[config.mk]
export PLATFORM = sky130hd
export DESIGN_NAME = hazard_ctrl
export DESIGN_NICKNAME = d
export VERILOG_FILES = /design/src/rtl/cpu_pkg.sv /design/src/rtl/hazard_perf_cnt.sv /design/src/rtl/hazard_ctrl.sv
export SDC_FILE = /design/constraint.sdc
export NUM_CORES = 1
export LEC_CHECK = 0
export BUFFER_PORTS_ARGS = -buffer_cell sky130_fd_sc_hd__buf_4
export CAP_MARGIN = 20
export CORE_ASPECT_RATIO = 0.9
export CORE_UTILIZATION = 45
export CTS_CLUSTER_SIZE = 40
export DETAILED_ROUTE_END_ITERATION = 10
export PLACE_DENSITY_LB_ADDON = 0.25
export SLEW_MARGIN = 20
export SYNTH_ARGS = -nofsm -noshare
export SYNTH_HDL_FRONTEND = slang
export SYNTH_SLANG_ARGS = --single-unit
[constraint.sdc]
create_clock -name clk_i -period 3.57 [get_ports clk_i]
set_input_delay 0.357 -clock clk_i [delete_from_list [all_inputs] [get_ports clk_i]]
set_output_delay 0.357 -clock clk_i [all_outputs]
set_load 0.01 [all_outputs]
[src/rtl/cpu_pkg.sv]
// cpu_pkg: shared hazard-controller FSM states and default memory-stall timeout.
package cpu_pkg;
  typedef enum logic {RUN, MEM_WAIT} state_t;
  localparam int MEM_TIMEOUT_DEF = 1024;
endpackage

[src/rtl/hazard_perf_cnt.sv]
// hazard_perf_cnt: wrapping stall/bubble/flush performance counters, built only with HAZARD_PERF_EN.
`ifdef HAZARD_PERF_EN
module hazard_perf_cnt (
  input  logic        clk,
  input  logic        rst,
  input  logic        stall,
  input  logic        bubble,
  input  logic        flush,
  output logic [31:0] stall_cyc,
  output logic [31:0] bubble_cnt,
  output logic [31:0] flush_cnt
);
  always_ff @(posedge clk) begin
    if (rst) begin
      stall_cyc  <= '0;
      bubble_cnt <= '0;
      flush_cnt  <= '0;
    end else begin
      stall_cyc  <= stall_cyc + {31'd0, stall};
      bubble_cnt <= bubble_cnt + {31'd0, bubble};
      flush_cnt  <= flush_cnt + {31'd0, flush};
    end
  end
endmodule
`endif

[src/rtl/hazard_ctrl.sv]
// hazard_ctrl: load-use/mem-stall/branch-flush hazard control; HAZARD_PERF_EN adds perf counters.
module hazard_ctrl
  import cpu_pkg::*;
#(
  parameter int MEM_TIMEOUT = MEM_TIMEOUT_DEF
) (
  input  logic        clk_i,
  input  logic        rst_i,
  input  logic [4:0]  idrs1_i,
  input  logic [4:0]  idrs2_i,
  input  logic [4:0]  exRd_i,
  input  logic        exMemRead_i,
  input  logic        branch_taken_i,
  input  logic        mem_stall_i,
  output logic        pc_write_o,
  output logic        ifid_write_o,
  output logic        ifid_flush_o,
  output logic        idex_bubble_o,
  output logic        memStall_o,
  output logic        stall_timeout_o,
  output logic [31:0] stall_cyc_o,
  output logic [31:0] bubble_cnt_o,
  output logic [31:0] flush_cnt_o
);
  localparam logic [15:0] TMO = 16'(MEM_TIMEOUT);
  state_t      state, state_nxt;
  logic        flush_pend, pend_nxt, load_use, flush;
  logic [15:0] wait_cnt, cnt_nxt;
  assign load_use = exMemRead_i && exRd_i != 5'd0 && (exRd_i == idrs1_i || exRd_i == idrs2_i);
  assign flush    = !mem_stall_i && !load_use && (branch_taken_i || flush_pend);
  always_comb begin
    state_nxt     = mem_stall_i ? MEM_WAIT : RUN;
    pend_nxt      = (state == MEM_WAIT && mem_stall_i && branch_taken_i) ? 1'b1 : flush ? 1'b0 : flush_pend;
    cnt_nxt       = !mem_stall_i ? 16'd0 : wait_cnt < TMO ? wait_cnt + 16'd1 : wait_cnt;
    pc_write_o    = !rst_i && !mem_stall_i && !load_use;
    ifid_write_o  = !rst_i && !mem_stall_i && !load_use;
    ifid_flush_o  = rst_i || flush;
    idex_bubble_o = rst_i || (!mem_stall_i && load_use);
    memStall_o    = !rst_i && mem_stall_i;
  end
  always_ff @(posedge clk_i) begin
    if (rst_i) begin
      state           <= RUN;
      flush_pend      <= 1'b0;
      wait_cnt        <= '0;
      stall_timeout_o <= 1'b0;
    end else begin
      state      <= state_nxt;
      flush_pend <= pend_nxt;
      wait_cnt   <= cnt_nxt;
      if (cnt_nxt == TMO) stall_timeout_o <= 1'b1;
    end
  end
`ifdef HAZARD_PERF_EN
  hazard_perf_cnt u_perf (
    .clk(clk_i),
    .rst(rst_i),
    .stall(memStall_o),
    .bubble(idex_bubble_o && !rst_i),
    .flush(ifid_flush_o && !rst_i),
    .stall_cyc(stall_cyc_o),
    .bubble_cnt(bubble_cnt_o),
    .flush_cnt(flush_cnt_o)
  );
`else
  assign stall_cyc_o  = '0;
  assign bubble_cnt_o = '0;
  assign flush_cnt_o  = '0;
`endif
endmodule

* Yosys cells after proc, flatten, opt, wreduce, memory -nomap -nowiden
Cells that the tools add are included.
** Word-level totals
- Register bits :: 19
- Bits in latches :: 0
- Memory bits (writable) :: 0
- Bits in read-only memories :: 0
- Bits of input ports :: 20
- Output and inout bits :: 102
- Logic and storage cells :: 33
- Memories kept :: 0
** Cells by class
- Add/sub/neg operators :: 1
- $mul :: 0
- Div/mod/pow operators :: 0
- Magnitude comparators :: 1
- Eq/ne operators :: 3
- Shift operators :: 0
- Multiplexer cells :: 5
- Bitwise operators :: 0
- Reduce and logical (&&, ||, !) cells :: 19
** Operators with widths (number)
- 2-to-1 mux 16 bit :: 2
- adder 16 x 1 -> 16 bit (second input constant) :: 1
- equality test 16 x 11 -> 1 bit (second input constant) :: 1
- less-than comparator 16 x 11 -> 1 bit (second input constant) :: 1
- equality test 5 bit :: 2
- logical AND 1 bit :: 10
- nonzero test 5 bit :: 1
- logical OR 1 bit :: 4
- logical NOT 1 bit :: 3
- 2-to-1 mux 1 bit :: 3
- nonzero test 2 bit :: 1

* Logic depth before layout (Yosys ltp)
- Depth after elaboration :: 8
- Depth in mapped cells :: 6

* Least setup slack after synthesis
Ideal clock, no wire load.
- Kind :: register -> register
- Start :: register wait_cnt[11]
- End :: register stall_timeout_o
- Setup time :: 96 ps
- Data arrival time :: 2181 ps
- Required time :: 3474 ps
- Setup slack :: 1293 ps
- Stages on the path, launching flop included :: 6
- Path buffers :: 0
- Period minus slack after synthesis :: 2277 ps
- Path through :: dfxtp_1 or4_4 or4_4 mux2_4 o22a_1 o41ai_2
** Between the ends
- Cells in the longest elaborated chain, start to end :: 4
- Elaborated cells on any way between the ends :: 5
- Those cells by class :: 1 x add/sub; 1 x order compare; 1 x eq/ne; 2 x mux
** RTL lines
- start: declaration :: line hazard_ctrl.sv:28 : logic [15:0] wait_cnt, cnt_nxt;
- start signal: assignment :: line hazard_ctrl.sv:50 : wait_cnt <= cnt_nxt;
- adder 16 x 1 -> 16 bit / less-than comparator 16 x 11 -> 1 bit (equally long branches) :: line hazard_ctrl.sv:34 : cnt_nxt = !mem_stall_i ? 16'd0 : wait_cnt < TMO ? wait_cnt + 16'd1 : wait_cnt;
- 2-to-1 mux 16 bit (*) (2 in a row) :: line hazard_ctrl.sv:34
- equality test 16 x 11 -> 1 bit (*) :: line hazard_ctrl.sv:51 : if (cnt_nxt == TMO) stall_timeout_o <= 1'b1;
- end signal: assignment :: line hazard_ctrl.sv:46 : stall_timeout_o <= 1'b0;
- end signal: assignment :: line hazard_ctrl.sv:51
- end: declaration :: line hazard_ctrl.sv:20 : output logic stall_timeout_o,
Mark *: on every way between the ends. The rest lies on a longest branch, timed or not.
A chain may end at the register's enable or synchronous reset.

* Final worst setup path
Ends and elaborated chain as after synthesis.

==> reports/qor.yml <==
floorplan:
  std_cell_rows: 21
  die_w_um: 68.2
  dieArea_um2: 4200
  start_util: 0.473
  fp.dieH_um: 61.6
  core_area_um2: 3760
  ios: 122
routing:
  ant_nets: 0
  drc: 0
  totalWireLength_um: 2410
  viasPerCell: 3.94
  wl_per_cell_um: 8.32
  vias: 1144
  firstDrtPassIters: 4
  drtIter0Drc: 24
sta:
  setup_viol: 0
  hold_viol_final: 0
  tightest_slew_ps: 665
  slew_viol_final: 0
  relSlewSlack: 0.553
  hold_slack_ps: 340
  skew_ps: 2.33
  tns_ps: 0
  fmaxAchievable_mhz: 426
  timing.final.ws_setup_ps: 1220
  rsz0062_at_grt: "no"
  period_needed_ps: 2350
  post-route-period-util: 0.657
clock_network:
  cts_sinks: 19
  htreeDepth: 1
  clockBufferDepth: 2
  cts_resized: 0
  clk_latency_ps: 250
  cts_buffers: 3
  cts_tree: "built"
  cts_hold_buf: 0
  cts_root_buf: "clkbuf_8"
  clkTransAtPathRegs_ps: 70
  post_cts_buffers: 0
place:
  hpwl_um: 1980
  placed_cells: 286
  io_buffers: 25
  place_ws_ps: 1230
  gp_congestion: 0.723
  dpl_cell_area_um2: 1640
logic_synthesis:
  synth_seq_cells: 19
  ys_seq_area_frac: 0.214
  netlist_area_um2: 1780
  syn_inst: 220
  syn_avg_cell_area_um2: 8.08
  ys_types: 38
  yosysWarnings: 0
power_and_ir_drop:
  ir_drop_mv: 0.174
  power_density_nw_per_um2: 274
  p_leak_nw: 0.842
critical_path:
  r2r-end: "stall_timeout_o"
  crit_chain: "or4_4, or4_4, mux2_4, o22a_1, o41ai_2"
  crit_arrival_ps: 2510
  crit_path_end_kind: "flop"
  worstSetupPathType: "flop to flop"
  r2r_slack_ps: 1220
  r2r_cells: 5
  reg2reg_from: "wait_cnt[11]"
  critical-path-max-stage-delay_ps: 580
  required_ps: 3730
  crit_path_frequent_cell: "or4_4"
  crit_fanout: 5
  cp-start-kind: "flop"
  crit_path_top_delay_cell: "or4_4"
min_path:
  whs_endpoint: "flush_pend"
  min_path_cells: 3
  hold_start: "branch_taken_i"
  hp-class: "primary input to flop"
global_routing:
  grt_max_degree: 15
  grt_usage: 0.120
  antenna_found_initial: 0
  first_global_vias: 881
  grt_overflow: 0
  grt_pass1_wl_um: 3850
finish:
  layout.cells.non_filler: 290
  area_growth_pct: -5.28
  antenna_cells: 0
  fin_area_um2: 1680
  drive_gt1_frac: 0.143
  nets: 266
  n_fill_cell: 390
run:
  maxCapViolCount: 0
run_status:
  run_status: "completed"
==> synth_stat cells (all sizes together) <==
library cell,n,area (um^2)
a32oi,1,8.76
nand2,10,37.5
o22a,1,8.76
o21ai,2,10.0
a21o,1,7.51
nand3,7,35.0
nand4,1,6.26
buf,98,733
o22ai,1,6.26
nor3,4,20.0
o311ai,1,8.76
o32ai,1,8.76
a41o,1,10.0
mux2i,1,10.0
o41ai,1,16.3
xor2,6,52.6
and2,5,32.5
or4,3,30.0
dfxtp,19,380
inv,4,15.0
xnor2,15,131
nor2,15,56.3
and3,1,6.26
conb,1,3.75
a21oi,1,5.00
clkbuf,2,7.51
nand2b,4,25.0
mux2,1,15.0
or2,2,12.5
nor4b,2,17.5
a31oi,3,18.8
and4,1,8.76
nor2b,2,12.5
ha,1,12.5
nor4,1,6.26
==> layout by cell type (no fill, tap or decap), types with 6 or more instances in the layout <==
cell / n
conb_1: 96
nand2_1: 10
xor2_1: 6
nand3_1: 7
dfxtp_1: 19
nor2_1: 15
buf_4: 25
xnor2_1: 15
==> worst max-delay path by stage <==
stage / start / to
finish: wait_cnt[11] / stall_timeout_o
global route: wait_cnt[11] / stall_timeout_o
CTS: wait_cnt[11] / stall_timeout_o
detailed placement: wait_cnt[11] / stall_timeout_o
global placement: wait_cnt[11] / stall_timeout_o
floorplan: wait_cnt[11] / stall_timeout_o
==> area by class of cell <==
class	count	area (um^2)	area share
tap	46	57.6	0.0342
inverter	4	15.0	0.00892
multi-input combinational	192	997	0.593
sequential	19	380	0.226
timing repair buffer	25	188	0.112
clock buffer	4	45.0	0.0268
==> kinds of logic (layout without fill, tap and decap cells) <==
| kind of cell | count (synthesis) | in the layout | synth area share |
|---|---|---|---|
| mux | 2 | 2 | 0.0141 |
| simple gates | 58 | 58 | 0.173 |
| buf+inv | 104 | 33 | 0.425 |
| other cells | 1 | 96 | 0.00211 |
| flops | 19 | 19 | 0.214 |
| fa+ha+maj | 1 | 1 | 0.00704 |
| xor+xnor | 21 | 21 | 0.104 |
| compound gates | 14 | 14 | 0.0613 |
==> per-stage QoR <==
stage / power, mW / util
floorplan: 0.368 / -
global placement: 0.318 / 0.436
detailed placement: 0.319 / 0.436
CTS: 0.465 / 0.448
global route: 0.492 / 0.448
finish: 0.462 / 0.448
==> report_power, final <==
part | switching [mW] | internal, mW | leakage (nW) | total [mW]
registers | 0.00181 | 0.214 | 0.154 | 0.216
clock network | 0.0675 | 0.0793 | 0.0228 | 0.147
logic | 0.0676 | 0.0315 | 0.665 | 0.0991
==> flip-flops by register name, summed over array words and instances (netlist names) <==
register	cells
flush_pend	1
state	1
stall_timeout_o	1
wait_cnt	16
==> critical path, delay by kind of cell, from the launching register on <==
| family | cells | cell delay, ps |
|---|---|---|
| DFF | 1 | 310 |
| muxes | 1 | 310 |
| AOI/OAI and AO/OA | 2 | 500 |
| and+or+nand+nor | 2 | 1140 |
==> per-layer routing <==
| layer | vias up | GRT usage | routed length (um) |
|---|---|---|---|
| met4 | 0 | 0.0357 | 17 |
| met1 | 506 | 0.157 | 1070 |
| met2 | 60 | 0.203 | 1190 |
| met5 | - | 0 | 0 |
| li1 | 576 | - | - |
| met3 | 2 | 0.0167 | 134 |
No activity file was read; power rests on OpenSTA's default activity.
